===== config.mk =====
export PLATFORM = sky130hd
export DESIGN_NAME = shift_reg_tx
export DESIGN_NICKNAME = d
export VERILOG_FILES = /design/src/rtl/shift_reg_tx.sv
export SDC_FILE = /design/constraint.sdc
export NUM_CORES = 1
export LEC_CHECK = 0
export CAP_MARGIN = 20
export CORE_MARGIN = 4
export CORE_UTILIZATION = 47
export DETAILED_ROUTE_END_ITERATION = 7
export GPL_ROUTABILITY_DRIVEN = 0
export GPL_TIMING_DRIVEN = 0
export PLACE_DENSITY = 0.72
export SETUP_SLACK_MARGIN = 0.1
export SLEW_MARGIN = 20
export SYNTH_ARGS = -nofsm -noshare
export SYNTH_HDL_FRONTEND = slang
export SYNTH_SLANG_ARGS = --single-unit

===== constraint.sdc =====
create_clock -name clk -period 1.85 [get_ports clk]
set_input_delay 0.37 -clock clk [delete_from_list [all_inputs] [get_ports clk]]
set_output_delay 0.37 -clock clk [all_outputs]
set_load 0.02 [all_outputs]

===== src/rtl/shift_reg_tx.sv =====
// shift_reg_tx: parallel-in, serial-out converter.
// Words arrive over a valid/ready handshake and leave one bit per enabled
// cycle, LSB first, with first/last markers. A one-word holding buffer lets
// back-to-back words stream with no idle bit between them.
//
// state    | meaning
// ---------+--------------------------------------------------------------
// ST_IDLE  | no word in the shift register; outputs quiet, i_en ignored
// ST_SHIFT | r_sr[0] is on o_q; r_cnt is the index of that bit in the word
module shift_reg_tx #(
  parameter int WIDTH = 32
) (
  input  logic             clk,
  input  logic             i_rst,
  input  logic             i_valid,
  output logic             o_ready,
  input  logic [WIDTH-1:0] i_data,
  input  logic             i_en,
  output logic             o_q,
  output logic             o_valid,
  output logic             o_first,
  output logic             o_last
);

  localparam int CW = (WIDTH > 1) ? $clog2(WIDTH) : 1;
  localparam logic [CW-1:0] LAST_IDX = CW'(WIDTH - 1);

  typedef enum logic {
    ST_IDLE  = 1'b0,
    ST_SHIFT = 1'b1
  } state_t;

  state_t           r_state;
  state_t           w_state_nxt;
  logic [WIDTH-1:0] r_sr;
  logic [WIDTH-1:0] r_hold;
  logic             r_hold_full;
  logic [CW-1:0]    r_cnt;

  logic w_ready;
  logic w_accept;
  logic w_at_last;
  logic w_load;
  logic w_advance;

  // The buffer is the only thing that can block a producer; reset also
  // refuses words so nothing sneaks in across the reset boundary.
  assign w_ready   = !r_hold_full && !i_rst;
  assign w_accept  = i_valid && w_ready;
  assign w_at_last = (r_cnt == LAST_IDX);
  assign w_advance = (r_state == ST_SHIFT) && i_en;

  // Load slot: the shift register is empty now, or its last bit is being
  // consumed this cycle and a new word may take its place without a gap.
  assign w_load = (r_state == ST_IDLE) || (w_advance && w_at_last);

  assign o_ready = w_ready;

  // State register.
  always_ff @(posedge clk) begin
    if (i_rst) begin
      r_state <= ST_IDLE;
    end else begin
      r_state <= w_state_nxt;
    end
  end

  // Next-state: at a load slot go to SHIFT only if a word is available,
  // from the buffer first, otherwise straight from the producer.
  always_comb begin
    w_state_nxt = r_state;
    if (w_load) begin
      if (r_hold_full || w_accept) begin
        w_state_nxt = ST_SHIFT;
      end else begin
        w_state_nxt = ST_IDLE;
      end
    end
  end

  // Outputs: decoded from registered state only, so they stay steady for
  // any length of i_en stall.
  always_comb begin
    o_valid = 1'b0;
    o_q     = 1'b0;
    o_first = 1'b0;
    o_last  = 1'b0;
    if (r_state == ST_SHIFT) begin
      o_valid = 1'b1;
      o_q     = r_sr[0];
      o_first = (r_cnt == '0);
      o_last  = w_at_last;
    end
  end

  // Datapath: shift register, holding buffer and bit counter. The buffer
  // drains before a fresh word is taken; an accept while the buffer is full
  // cannot occur because o_ready is low then.
  always_ff @(posedge clk) begin
    if (i_rst) begin
      r_sr        <= '0;
      r_hold      <= '0;
      r_hold_full <= 1'b0;
      r_cnt       <= '0;
    end else if (w_load && r_hold_full) begin
      r_sr        <= r_hold;
      r_hold_full <= 1'b0;
      r_cnt       <= '0;
    end else if (w_load && w_accept) begin
      r_sr  <= i_data;
      r_cnt <= '0;
    end else if (!w_load) begin
      if (w_accept) begin
        r_hold      <= i_data;
        r_hold_full <= 1'b1;
      end
      if (w_advance) begin
        r_sr  <= r_sr >> 1;
        r_cnt <= r_cnt + CW'(1);
      end
    end
  end

endmodule


# [After elaboration in Yosys (flattened, before gate mapping)]
# Cells that the tools add are included.
[word_totals] ff_bits=71 in_bits=36 output_inout_bits=5 wordCells=39
[classes] n_addsub=1 n_eq_ne=2 muxes=9 bitwise=4 n_reduce_logical=18
[op_table] op="$mux 32" count=4
[op_table] op="$logic_and 1x1->1" count=6
[op_table] op="$add 5x1->5 const B" count=1
[op_table] op="$eq 5x5->1 const B" count=1
[op_table] op="$logic_not 5->1" count=1
[op_table] op="$mux 1" count=5
[op_table] op="$not 1->1" count=4
[op_table] op="$reduce_and 2->1" count=2
[op_table] op="$reduce_and 4->1" count=1
[op_table] op="$ne 3x1->1 const B" count=1
[op_table] op="$reduce_and 3->1" count=1
[op_table] op="$reduce_bool 3->1" count=1
[op_table] op="$reduce_or 3->1" count=1
[op_table] op="$logic_not 1->1" count=2
[op_table] op="$logic_or 1x1->1" count=2
[op_table] op="$reduce_or 2->1" count=1

# [Longest topological paths before layout]
# Gate-level depths: netlist of run 1.
[logic_depth] depth_word=6 ltp_mapped=9 mapped_depth_nobuf=7

# [Least setup slack after synthesis of run 1]
# Ideal clock, no wire load.
[synth_path] path_kind="reg2reg" start="register r_cnt[0]" end="register r_sr[0]" setup_ns=0.127 arrival_ns=1.712 path_slack_ns=0.011 stages_incl_launch_ff=9 n_path_buf=1 synth_period_minus_slack_ns=1.839 path_cell_list="dfxtp_1 > ha_1 > and3_1 > ha_1 > a21bo_4 > nand3_4 > buf_6 > mux2i_1 > o221ai_2"
[synth_via] elab_chain_cells=6 word_cells_on_any_way=10 cone_classes="eq/ne (2); mux (2); reduce/logical (6)"
[synth_rtl] element="start, declared" line_no="38" text="logic [CW-1:0] r_cnt;"
[synth_rtl] element="start signal, assigned" line_no="119" text="r_cnt <= r_cnt + CW'(1);"
[synth_rtl] element="$eq 5x5->1 *" line_no="50" text="assign w_at_last = (r_cnt == LAST_IDX);"
[synth_rtl] element="$logic_and 1x1->1 *" line_no="55" text="assign w_load = (r_state == ST_IDLE) || (w_advance && w_at_last);"
[synth_rtl] element="$logic_or 1x1->1 *" line_no="55"
[synth_rtl] element="$logic_and 1x1->1, on equally long branches" line_no="105, 109"
[synth_rtl] element="$ne 3x1->1 (no line), or another cell as far along"
[synth_rtl] element="$reduce_and 2->1 (no line) / $mux 32 (equally long branches)"
[synth_rtl] element="end signal, assigned" line_no="106" text="r_sr <= r_hold;"
[synth_rtl] element="end signal, assigned" line_no="110" text="r_sr <= i_data;"
[synth_rtl] element="end signal, assigned" line_no="118" text="r_sr <= r_sr >> 1;"
[synth_rtl] element="end, declared" line_no="35" text="logic [WIDTH-1:0] r_sr;"
# Mark *: on every way between the ends. The rest lies on a longest branch, timed or not.
# A chain may end at the register's enable or synchronous reset.

# [Worst setup path in the final report of run 1]
[layout_path] start="register r_cnt[0]" end="register r_hold[5]"
[layout_via] elab_chain_cells=6 word_cells_on_any_way=9 cone_classes="eq/ne (1); bitwise (3); reduce/logical (5)"
[layout_rtl] element="$eq 5x5->1 *" line_no="50"
[layout_rtl] element="$logic_and 1x1->1 *" line_no="55"
[layout_rtl] element="$logic_or 1x1->1 *" line_no="55"
[layout_rtl] element="$logic_and 1x1->1, on equally long branches" line_no="109, 105"
[layout_rtl] element="$not 1->1 (no line)"
[layout_rtl] element="$reduce_and 4->1 (no line) *"
[layout_rtl] element="end signal, assigned" line_no="114" text="r_hold <= i_data;"
[layout_rtl] element="end, declared" line_no="36" text="logic [WIDTH-1:0] r_hold;"
# Marks and branches as above.

==> results.md, run 1 <==
- Design Area, Final: between 0.004 and 0.005 mm^2
- Total track usage: a little under a fifth
- Boundary pin count: 41
- Fin nets: between 400 and 500
- IR drop worst, VDD: 0.532 mV
- Post-Syn Instances: ~370
- Ys async rst share: 0%
- Leak: around 1.8 nW
- Arrival time at the worst endpoint: 2080 ps
- DP HPWL: 4990 um
- Vias in the first global route: roughly 2700
- Largest net degree at the start of global routing: 13
- Total number of vias: around 2800
- Slew margin rel.: about 58%
- Crit. End Element: register
- Detailed Routing Iterations Pass 1: 4
- Clock sink count: 71
- Register area share after synthesis: around 42%
- Num CTS Buffers: 9
- Clock transition at path regs: ~80 ps
- Crit-path max FO: 10
- Max-Cap Viols: 0
- Port Buffers: 40
- H-tree levels: 3
- Post-synth EDFFs: 0
- Vias/cell: slightly above 5
- Crit start category: register
- Clock Path Buffers: 2
- Synth warnings: 0
- Crit Path Category: register to register
- CTS Root Cell: clkbuf_8
- Endpoints failing hold: 0
- PwrDens: roughly 760 mW/mm^2
- Hold Crit Class: register to register
- First-pass GRT wire length: 12400 um
- Mean routed wirelength per cell: approximately 15 um
- Antenna fix cells: 0
- Avg Inst Size Synth: around 9 um^2
- Initial DRC Count: 107
- Row count: 30
- Die width: slightly above 90 um
- Setup WS post-layout: -25.1 ps
- Clock Latency Late Sink: roughly 350 ps
- Area of the mapped netlist: between 0.003 and 0.004 mm^2
- Die Area: between 0.008 and 0.009 mm^2
- RSZ-0062 raised after global routing: yes
- Syn_nets: between 400 and 500
- Failing checks: negative setup slack
- Post-route DRC: 0
- Dpl ws: -943 ps
- Fmax: about 530 MHz
- Yosys cell types: 40
- Status: finished, violations left
- Starting Density: 49.0%
- Yosys reg bits: 71
- CTS tree: done
- Post-DP Area: around 0.0039 mm^2
- Total grt overflow: 0
- Tcrit/Tclk final: 101%
- ANT nets after route: 0
- Final Util: between 60% and 70%
- Final setup vio count: 6
- Clock Skew: 8.77 ps
- Layout area overhead: 41.5%
- Setup TNS: -70.9 ps
- Initial antenna violation count: 0
- Core Box Area: between 0.006 and 0.007 mm^2
- Die H: 92.6 um
- Share of layout cells above drive strength 1: between 30 and 40%
- CP Data Required Time: between 2000 and 2500 ps
- Crit path time final: 1880 ps
- Final WL: 8410 um
- Commonest register cell after synthesis: dfxtp_1
- Final hold slack: roughly 460 ps
- Slew @ Worst Pin: roughly 630 ps
- Slew Limit Fails: 0
cells in the final DEF, fill, tap and decap left out, drive strengths merged:
cell           count
nand2             99
dfxtp             71
buf               41
a21oi             36
clkdlybuf4s50     34
inv               34
o221ai            31
mux2i             31
clkbuf            22
nor2               6
nand3              6
nand2b             3
ha                 3
nor3               3
o21ai              2
bufinv             2
clkinvlp           2
dlygate4sd2        2
and2               2
o31ai              2
and3               1
and4b              1
a21bo              1
a21boi             1
and2b              1
nor2b              1
or2b               1
a21o               1
nand3b             1
or3                1
o21bai             1
xor2               1
xnor2              1
a22oi              1
clkinv             1
layer usage:
layer	vias to the layer above	global-route usage, %	share of wire, %
li1	1403	-	-
met5	-	0	0
met2	59	31.5	51
met1	1335	21.6	43
met4	0	8.18	2.1
met3	16	3.82	3.6
power by group:
part	leakage [nW]	internal (mW)	switching [mW]	total, mW
clock network	0.112	0.830	0.596	1.43
registers	0.577	1.58	0.0348	1.61
logic	1.07	0.292	0.280	0.572
total	1.76	2.70	0.911	3.61
cells in the mapped netlist (2+ instances only):
| cell | n | share of area (%) |
|---|---|---|
| a21oi_1 | 36 | 5.4 |
| and2_1 | 2 | 0.37 |
| buf_1 | 2 | 0.22 |
| buf_2 | 4 | 0.59 |
| buf_4 | 3 | 0.67 |
| buf_6 | 10 | 3.3 |
| clkbuf_1 | 5 | 0.56 |
| dfxtp_1 | 71 | 42 |
| ha_1 | 3 | 1.1 |
| inv_1 | 33 | 3.7 |
| mux2i_1 | 31 | 9.2 |
| nand2_1 | 98 | 11 |
| nand2b_1 | 3 | 0.56 |
| nand3_1 | 5 | 0.74 |
| nor2_1 | 6 | 0.67 |
| o21ai_0 | 2 | 0.30 |
| o221ai_2 | 30 | 13 |
metrics by stage:
stage | std cells | power [mW]
2_1_floorplan | 367 | 1.91
3_3_place_gp | 503 | 2.07
3_5_place_dp | 503 | 2.08
4_1_cts | 534 | 3.54
5_1_grt | 543 | 3.73
6_report | 543 | 3.61
cell families after synthesis:
kind of cell,after synthesis,share of synthesized area (%)
AND/OR/NAND/NOR,126,16.5
AO/OA/AOI/OAI,76,21.3
flip-flops,71,42.2
buffers and inverters,58,9.18
multiplexers,31,9.22
adder cells (fa/ha/maj),3,1.11
XOR/XNOR,2,0.520
timing repair:
item,CTS,global route
cloned,3,4
pin swaps,7,7
endpoints found under the setup margin,66,67
hold buffers,0,0
buffers inserted,12,5
gates resized for setup,70,56
state kept, by name (all words and copies together) (netlist names):
register / cells
r_hold: 32
r_hold_full: 1
r_cnt: 5
r_state: 1
r_sr: 32
area by class of cell:
type | instances | area (um^2)
Inverter | 34 | 128
Clock inverter | 5 | 80.1
Multi-Input combinational cell | 238 | 1890
Buffer | 24 | 299
Sequential cell | 71 | 1430
Timing Repair Buffer | 64 | 668
Tap cell | 96 | 120
Clock buffer | 11 | 151
Fill cell | 509 | 2100
worst max-delay path, stage by stage (launching register included):
cell and delay [ps]:
dfxtp_2 340, ha_4 160, and3_4 180, ha_4 170, buf_4 140, a21boi_4 200, nand3_4 190, buf_8 200
nand2_1 70, a21oi_1 80
path summary, 6_finish.rpt:
path | from | to | slack (ps) | cells after the start
setup / recovery | r_cnt[0] | r_hold[5] | -30 | 9
hold / removal | r_hold[22] | r_sr[22] | 460 | 2
setup reg to reg | r_cnt[0] | r_hold[5] | -30 | 9
hold reg to reg | r_hold[22] | r_sr[22] | 460 | 2
No activity file was read; power rests on OpenSTA's default activity.
==> run 2: changes to the inputs <==
TNS_END_PERCENT = 100   (was unset)
==> results of run 2 <==
Same layout as run 1: the final DEF is identical, and so are final timing and power.
